===== src/rtl/uart_out_arbiter_pkg.sv =====
// Shared constants for the UART outgoing-message path: message width,
// source indices and the output arbiter FSM encoding.
package uart_out_arbiter_pkg;

  localparam int UART_MSG_WIDTH = 32;

  localparam int SRC_CONTROLLER  = 0;
  localparam int SRC_MEM_MANAGER = 1;
  localparam int SRC_DIAG        = 2;

  typedef enum logic {
    ARB = 1'b0,
    ACK = 1'b1
  } arb_state_e;

endpackage


===== src/rtl/uart_out_arbiter_rr_pick.sv =====
// Combinational round-robin picker: first set request at or above ptr,
// wrapping modulo NUM_REQ. Reusable for any shared resource.
module uart_out_arbiter_rr_pick #(
  parameter int NUM_REQ = 3,
  parameter int PTR_W   = $clog2(NUM_REQ)
) (
  input  logic [NUM_REQ-1:0] req,
  input  logic [PTR_W-1:0]   ptr,
  output logic [PTR_W-1:0]   gnt_idx,
  output logic               gnt_vld
);

  localparam logic [PTR_W:0] NREQ = (PTR_W+1)'(NUM_REQ);

  logic [PTR_W:0] idx;
  logic           found;

  assign gnt_vld = |req;

  always_comb begin
    gnt_idx = '0;
    idx     = '0;
    found   = 1'b0;
    for (int k = 0; k < NUM_REQ; k++) begin
      // ptr + k never exceeds 2*NUM_REQ-2, so one subtraction wraps it
      idx = {1'b0, ptr} + (PTR_W+1)'(k);
      if (idx >= NREQ) idx = idx - NREQ;
      if (!found && req[idx[PTR_W-1:0]]) begin
        found   = 1'b1;
        gnt_idx = idx[PTR_W-1:0];
      end
    end
  end

endmodule


===== src/rtl/uart_out_arbiter.sv =====
// Round-robin arbiter for the outgoing UART message FIFO write port.
// One whole message per grant, never writes while full, sticky stall error.
module uart_out_arbiter
  import uart_out_arbiter_pkg::*;
#(
  parameter int NUM_REQ     = 3,
  parameter int MSG_WIDTH   = UART_MSG_WIDTH,
  parameter int STALL_LIMIT = 1_000_000
) (
  input  logic                         clk,
  input  logic                         n_reset,
  input  logic [NUM_REQ-1:0]           req_valid,
  input  logic [NUM_REQ*MSG_WIDTH-1:0] req_msg,
  output logic [NUM_REQ-1:0]           req_ack,
  input  logic                         fifo_full,
  output logic [MSG_WIDTH-1:0]         fifo_msg,
  output logic                         fifo_wr_en,
  output logic                         stall_err,
  input  logic                         stall_clr
);

  localparam int PTR_W = $clog2(NUM_REQ);
  localparam int CNT_W = $clog2(STALL_LIMIT + 1);
  localparam logic [CNT_W-1:0] LIMIT    = CNT_W'(STALL_LIMIT);
  localparam logic [PTR_W-1:0] LAST_IDX = PTR_W'(NUM_REQ - 1);

  arb_state_e           state_q, state_d;
  logic [PTR_W-1:0]     rr_ptr_q, rr_ptr_d;
  logic [CNT_W-1:0]     stall_cnt_q, stall_cnt_d;
  logic [MSG_WIDTH-1:0] fifo_msg_q, fifo_msg_d;
  logic                 fifo_wr_en_q, fifo_wr_en_d;
  logic [NUM_REQ-1:0]   req_ack_q, req_ack_d;
  logic                 stall_err_q, stall_err_d;

  logic [PTR_W-1:0]     gnt_idx;
  logic                 gnt_vld;
  logic [MSG_WIDTH-1:0] msg_arr [NUM_REQ];

  for (genvar i = 0; i < NUM_REQ; i++) begin : g_msg
    assign msg_arr[i] = req_msg[i*MSG_WIDTH +: MSG_WIDTH];
  end

  uart_out_arbiter_rr_pick #(
    .NUM_REQ (NUM_REQ),
    .PTR_W   (PTR_W)
  ) u_pick (
    .req     (req_valid),
    .ptr     (rr_ptr_q),
    .gnt_idx (gnt_idx),
    .gnt_vld (gnt_vld)
  );

  always_comb begin
    state_d      = state_q;
    rr_ptr_d     = rr_ptr_q;
    stall_cnt_d  = stall_cnt_q;
    fifo_msg_d   = fifo_msg_q;
    fifo_wr_en_d = 1'b0;
    req_ack_d    = '0;
    unique case (state_q)
      ARB: begin
        if (gnt_vld && !fifo_full) begin
          fifo_msg_d         = msg_arr[gnt_idx];
          fifo_wr_en_d       = 1'b1;
          req_ack_d[gnt_idx] = 1'b1;
          rr_ptr_d           = (gnt_idx == LAST_IDX) ? '0 : gnt_idx + PTR_W'(1);
          stall_cnt_d        = '0;
          state_d            = ACK;
        end else if (!gnt_vld) begin
          stall_cnt_d = '0;
        end else if (stall_cnt_q != LIMIT) begin
          stall_cnt_d = stall_cnt_q + CNT_W'(1);
        end
      end
      // Lets sources drop/replace valid and fifo_full catch up with the write
      ACK: state_d = ARB;
      default: state_d = ARB;
    endcase

    stall_err_d = stall_err_q;
    if (stall_clr)                stall_err_d = 1'b0;
    else if (stall_cnt_d == LIMIT) stall_err_d = 1'b1;
  end

  always_ff @(posedge clk or negedge n_reset) begin
    if (!n_reset) begin
      state_q      <= ARB;
      rr_ptr_q     <= '0;
      stall_cnt_q  <= '0;
      fifo_msg_q   <= '0;
      fifo_wr_en_q <= 1'b0;
      req_ack_q    <= '0;
      stall_err_q  <= 1'b0;
    end else begin
      state_q      <= state_d;
      rr_ptr_q     <= rr_ptr_d;
      stall_cnt_q  <= stall_cnt_d;
      fifo_msg_q   <= fifo_msg_d;
      fifo_wr_en_q <= fifo_wr_en_d;
      req_ack_q    <= req_ack_d;
      stall_err_q  <= stall_err_d;
    end
  end

  assign fifo_msg   = fifo_msg_q;
  assign fifo_wr_en = fifo_wr_en_q;
  assign req_ack    = req_ack_q;
  assign stall_err  = stall_err_q;

endmodule


===== config.mk =====
export PLATFORM = sky130hd
export DESIGN_NAME = uart_out_arbiter
export DESIGN_NICKNAME = d
export VERILOG_FILES = /design/src/rtl/uart_out_arbiter_pkg.sv /design/src/rtl/uart_out_arbiter_rr_pick.sv /design/src/rtl/uart_out_arbiter.sv
export SDC_FILE = /design/constraint.sdc
export NUM_CORES = 1
export LEC_CHECK = 0
export BUFFER_PORTS_ARGS = -buffer_cell sky130_fd_sc_hd__buf_2
export CORE_MARGIN = 2
export CORE_UTILIZATION = 52
export DETAILED_ROUTE_END_ITERATION = 8
export HOLD_SLACK_MARGIN = 0.06
export MAX_ROUTING_LAYER = met4
export PLACE_DENSITY = 0.95
export SLEW_MARGIN = 5
export SYNTH_ARGS = -nofsm -noshare
export SYNTH_HDL_FRONTEND = slang
export SYNTH_SLANG_ARGS = --single-unit

===== constraint.sdc =====
create_clock -name clk -period 4.6 [get_ports clk]
set_input_delay 0.46 -clock clk [delete_from_list [all_inputs] [get_ports clk]]
set_output_delay 0.46 -clock clk [all_outputs]
set_load 0.02 [all_outputs]

==> flow_summary.json <==
{
  "status": "finished clean",
  "antenna_found_initial": 0,
  "final_hold_viol_count": 0,
  "synth_common_cells": "dfrtp_1 (59), nor2_1 (42), nand2_1 (24), o21ai_0 (24), clkbuf_1 (23)",
  "fp-row-count": 29,
  "post-route-cell-area_um2": 4300,
  "swShare_pct": 36.1,
  "h-tree-depth": 3,
  "post_synth_fa_ha_maj_area_fraction_pct": 1.49,
  "synthFlopType": "dfrtp_1",
  "syn_to_final_growth_pct": 27.9,
  "clockPowerShare_pct": 29.1,
  "setup.worst_path.start_class": "flip-flop",
  "p_comb_share_pct": 36.8,
  "initial_core_util_pct": 53.3,
  "diodes": 0,
  "max_freq_mhz": 333,
  "multiInputGateArea_um2": 1680,
  "synth_nets": 469,
  "drtIter0Drc": 378,
  "p_leak_nw": 2.10,
  "port_buffers": 139,
  "tightestPinTransition_ns": 1.24,
  "syn_avg_cell_area_um2": 9.29,
  "io_pins": 140,
  "num-fill-cells": 476,
  "grt_overflow": 0,
  "rsz0062_at_grt": "false",
  "num_vias": 3504,
  "crit_buf_inv": 1,
  "numCtsBuffers": 9,
  "drv_cap": 0,
  "muxShareOfSynthArea_pct": 1.53,
  "endpoint_kind": "flip-flop",
  "wl_per_cell_um": 16.9,
  "drt_wl_total_um": 9620,
  "place.gp.congestion": 0.978,
  "slew_violations": 0,
  "path_cells": "or3_2, buf_4, nor3_2, a221o_1",
  "synth_xor_area_share_pct": 2.34,
  "ctsRootBufferMaster": "clkbuf_8",
  "drive_gt1_share_pct": 35.0,
  "period_share_pct": 65.2,
  "critPathTopFamily": "simple AND/OR/NAND/NOR gates",
  "slowest_stage": "nor3_2",
  "arrival_ns": 3.26,
  "syn_inst": 362,
  "min_path_type": "input port to async pin",
  "yosys_warnings": 0,
  "synth_top_family_by_area": "compound AO/OA/AOI/OAI gates",
  "intPower_mw": 1.43,
  "synth_top_area_cell": "dfrtp_1",
  "die_x_um": 84.4,
  "clk_pin_slew_worst_paths_ns": 0.07,
  "cts_tree": "built",
  "core_area_um2": 6310,
  "final.setup.worst_slack_ns": 1.60,
  "insertion_delay_ns": 0.33,
  "max_stage_delay_ns": 1.04,
  "die-area_um2": 7130,
  "synth.most_common_cell": "dfrtp_1",
  "synth-compound-area-share_pct": 26.3,
  "postSynth.asyncResetShare_pct": 100,
  "cts-resized-gates": 0,
  "post_cts.repair.setup_buffers": 0,
  "final_util_pct": 68.2,
  "cp.required_ns": 4.86,
  "setup_viol": 0,
  "power_density_nw_per_um2": 520,
  "finalSetupTns_ns": 0,
  "skew_ns": 0.00386,
  "ir_drop_mv": 0.356,
  "netlist.area_leader.share_pct": 43.9,
  "first_global_vias": 3297,
  "drc_errors": 0,
  "clkSinkCount": 59,
  "grt_start_max_net_pins": 69,
  "ys_seq_area_share_pct": 43.9,
  "synth_edf_count": 0,
  "via_per_inst": 6.17,
  "grt_pass1_wl_um": 15300,
  "dp_hpwl_um": 6800,
  "ant_nets": 0,
  "crit_fanout": 68,
  "p_switching_uw": 807,
  "ys_ff_latch": 59,
  "pwr-share-seq_pct": 34.0,
  "ff_latch_area_um2": 1480,
  "syn-cell-area_um2": 3360,
  "power.total_mw": 2.24,
  "max_slew_margin_pct": 17.1,
  "placed_cell_area_um2": 4030,
  "synth_simple_gate_area_share_pct": 18.1,
  "clockBufferDepth": 2,
  "grt.total_usage_pct": 27.3,
  "layout_min_cycle_time_ns": 3.00,
  "worst-setup-path-type": "flip-flop to flip-flop",
  "hold_buffers": 0,
  "yosys-top-cells-area": "dfrtp_1 (44%), a221o_1 (5.7%), nor2_1 (4.7%), a22oi_1 (4.5%), a22o_1 (3.6%)",
  "post-place-ws_ns": 1.71,
  "final_nets": 593,
  "die_h_um": 84.4,
  "dr.pass1.iters": 6,
  "synth_cell_types": 55
}
## cells in the final DEF (no fill, tap or decap), types with 7 or more instances in the layout
| cell | synthesis | final |
|---|---|---|
| inv_1 | 13 | 13 |
| a221o_1 | 19 | 19 |
| nand3_1 | 8 | 8 |
| nor2_1 | 42 | 42 |
| a22oi_1 | 20 | 20 |
| a21oi_1 | 22 | 22 |
| clkbuf_8 | 0 | 11 |
| buf_2 | 1 | 139 |
| o21ai_0 | 24 | 24 |
| nand2_1 | 24 | 24 |
| a22o_1 | 14 | 14 |
| nor3_1 | 8 | 7 |
| dfrtp_1 | 59 | 59 |
## power by group through the flow
stage          sequential, mW  combinational (mW)  clock [mW]
6_report                0.761               0.824       0.651
2_1_floorplan           0.903               0.388           0
5_1_grt                 0.774               0.891       0.679
3_3_place_gp            0.758               0.783           0
3_5_place_dp            0.758               0.820           0
4_1_cts                 0.758               0.825       0.653
## sequential cells by signal (all words and copies together), names as in the netlist
name / flops
fifo_msg: 32
stall_cnt_q: 20
req_ack: 3
rr_ptr_q: 2
fifo_wr_en: 1
stall_err: 1
## area by class of cell
| type | instances | share of cell area [%] |
|---|---|---|
| Clock inverter | 4 | 2.79 |
| Timing Repair Buffer | 143 | 16.9 |
| Inverter | 13 | 1.13 |
| Sequential cell | 59 | 34.3 |
| Clock buffer | 12 | 3.61 |
| Tap cell | 77 | 2.24 |
| Multi-Input combinational cell | 260 | 39.1 |
## final timing paths
kind	from	end	depth (start not counted)	slack [ns]
min in group clk	req_msg[24]	fifo_msg[24]$_DFFE_PN0P_	2	0.36
worst min register to register	fifo_msg[17]$_DFFE_PN0P_	fifo_msg[17]$_DFFE_PN0P_	2	0.49
worst max-delay path	fifo_wr_en$_DFF_PN0_	fifo_msg[19]$_DFFE_PN0P_	4	1.60
max in group asynchronous	n_reset	fifo_msg[15]$_DFFE_PN0P_	2	3.84
worst min-delay path	n_reset	req_ack[1]$_DFF_PN0_	2	0.27
worst max register to register	fifo_wr_en$_DFF_PN0_	fifo_msg[19]$_DFFE_PN0P_	4	1.60
## cell families (layout without fill, tap and decap cells)
family	count (synthesis)	in the layout
compound gates	123	123
xor+xnor	9	9
fa+ha+maj	4	4
buf+inv	43	172
flops	59	59
mux	5	5
simple gates	119	119
## routing by layer
layer	wire [um]	vias up	track usage, %
met5	0	-	-
met4	248	0	10.2
met3	658	31	4.82
met2	4810	215	45.0
met1	3910	1663	33.8
li1	-	1595	-
## through the flow
step	cells	hold WS (ns)
finish	568	0.267
global route	568	0.348
CTS	568	0.306
detailed placement	552	0.472
global placement	552	0.459
floorplan	362	0.164
Power figures use the tool's default switching activity.
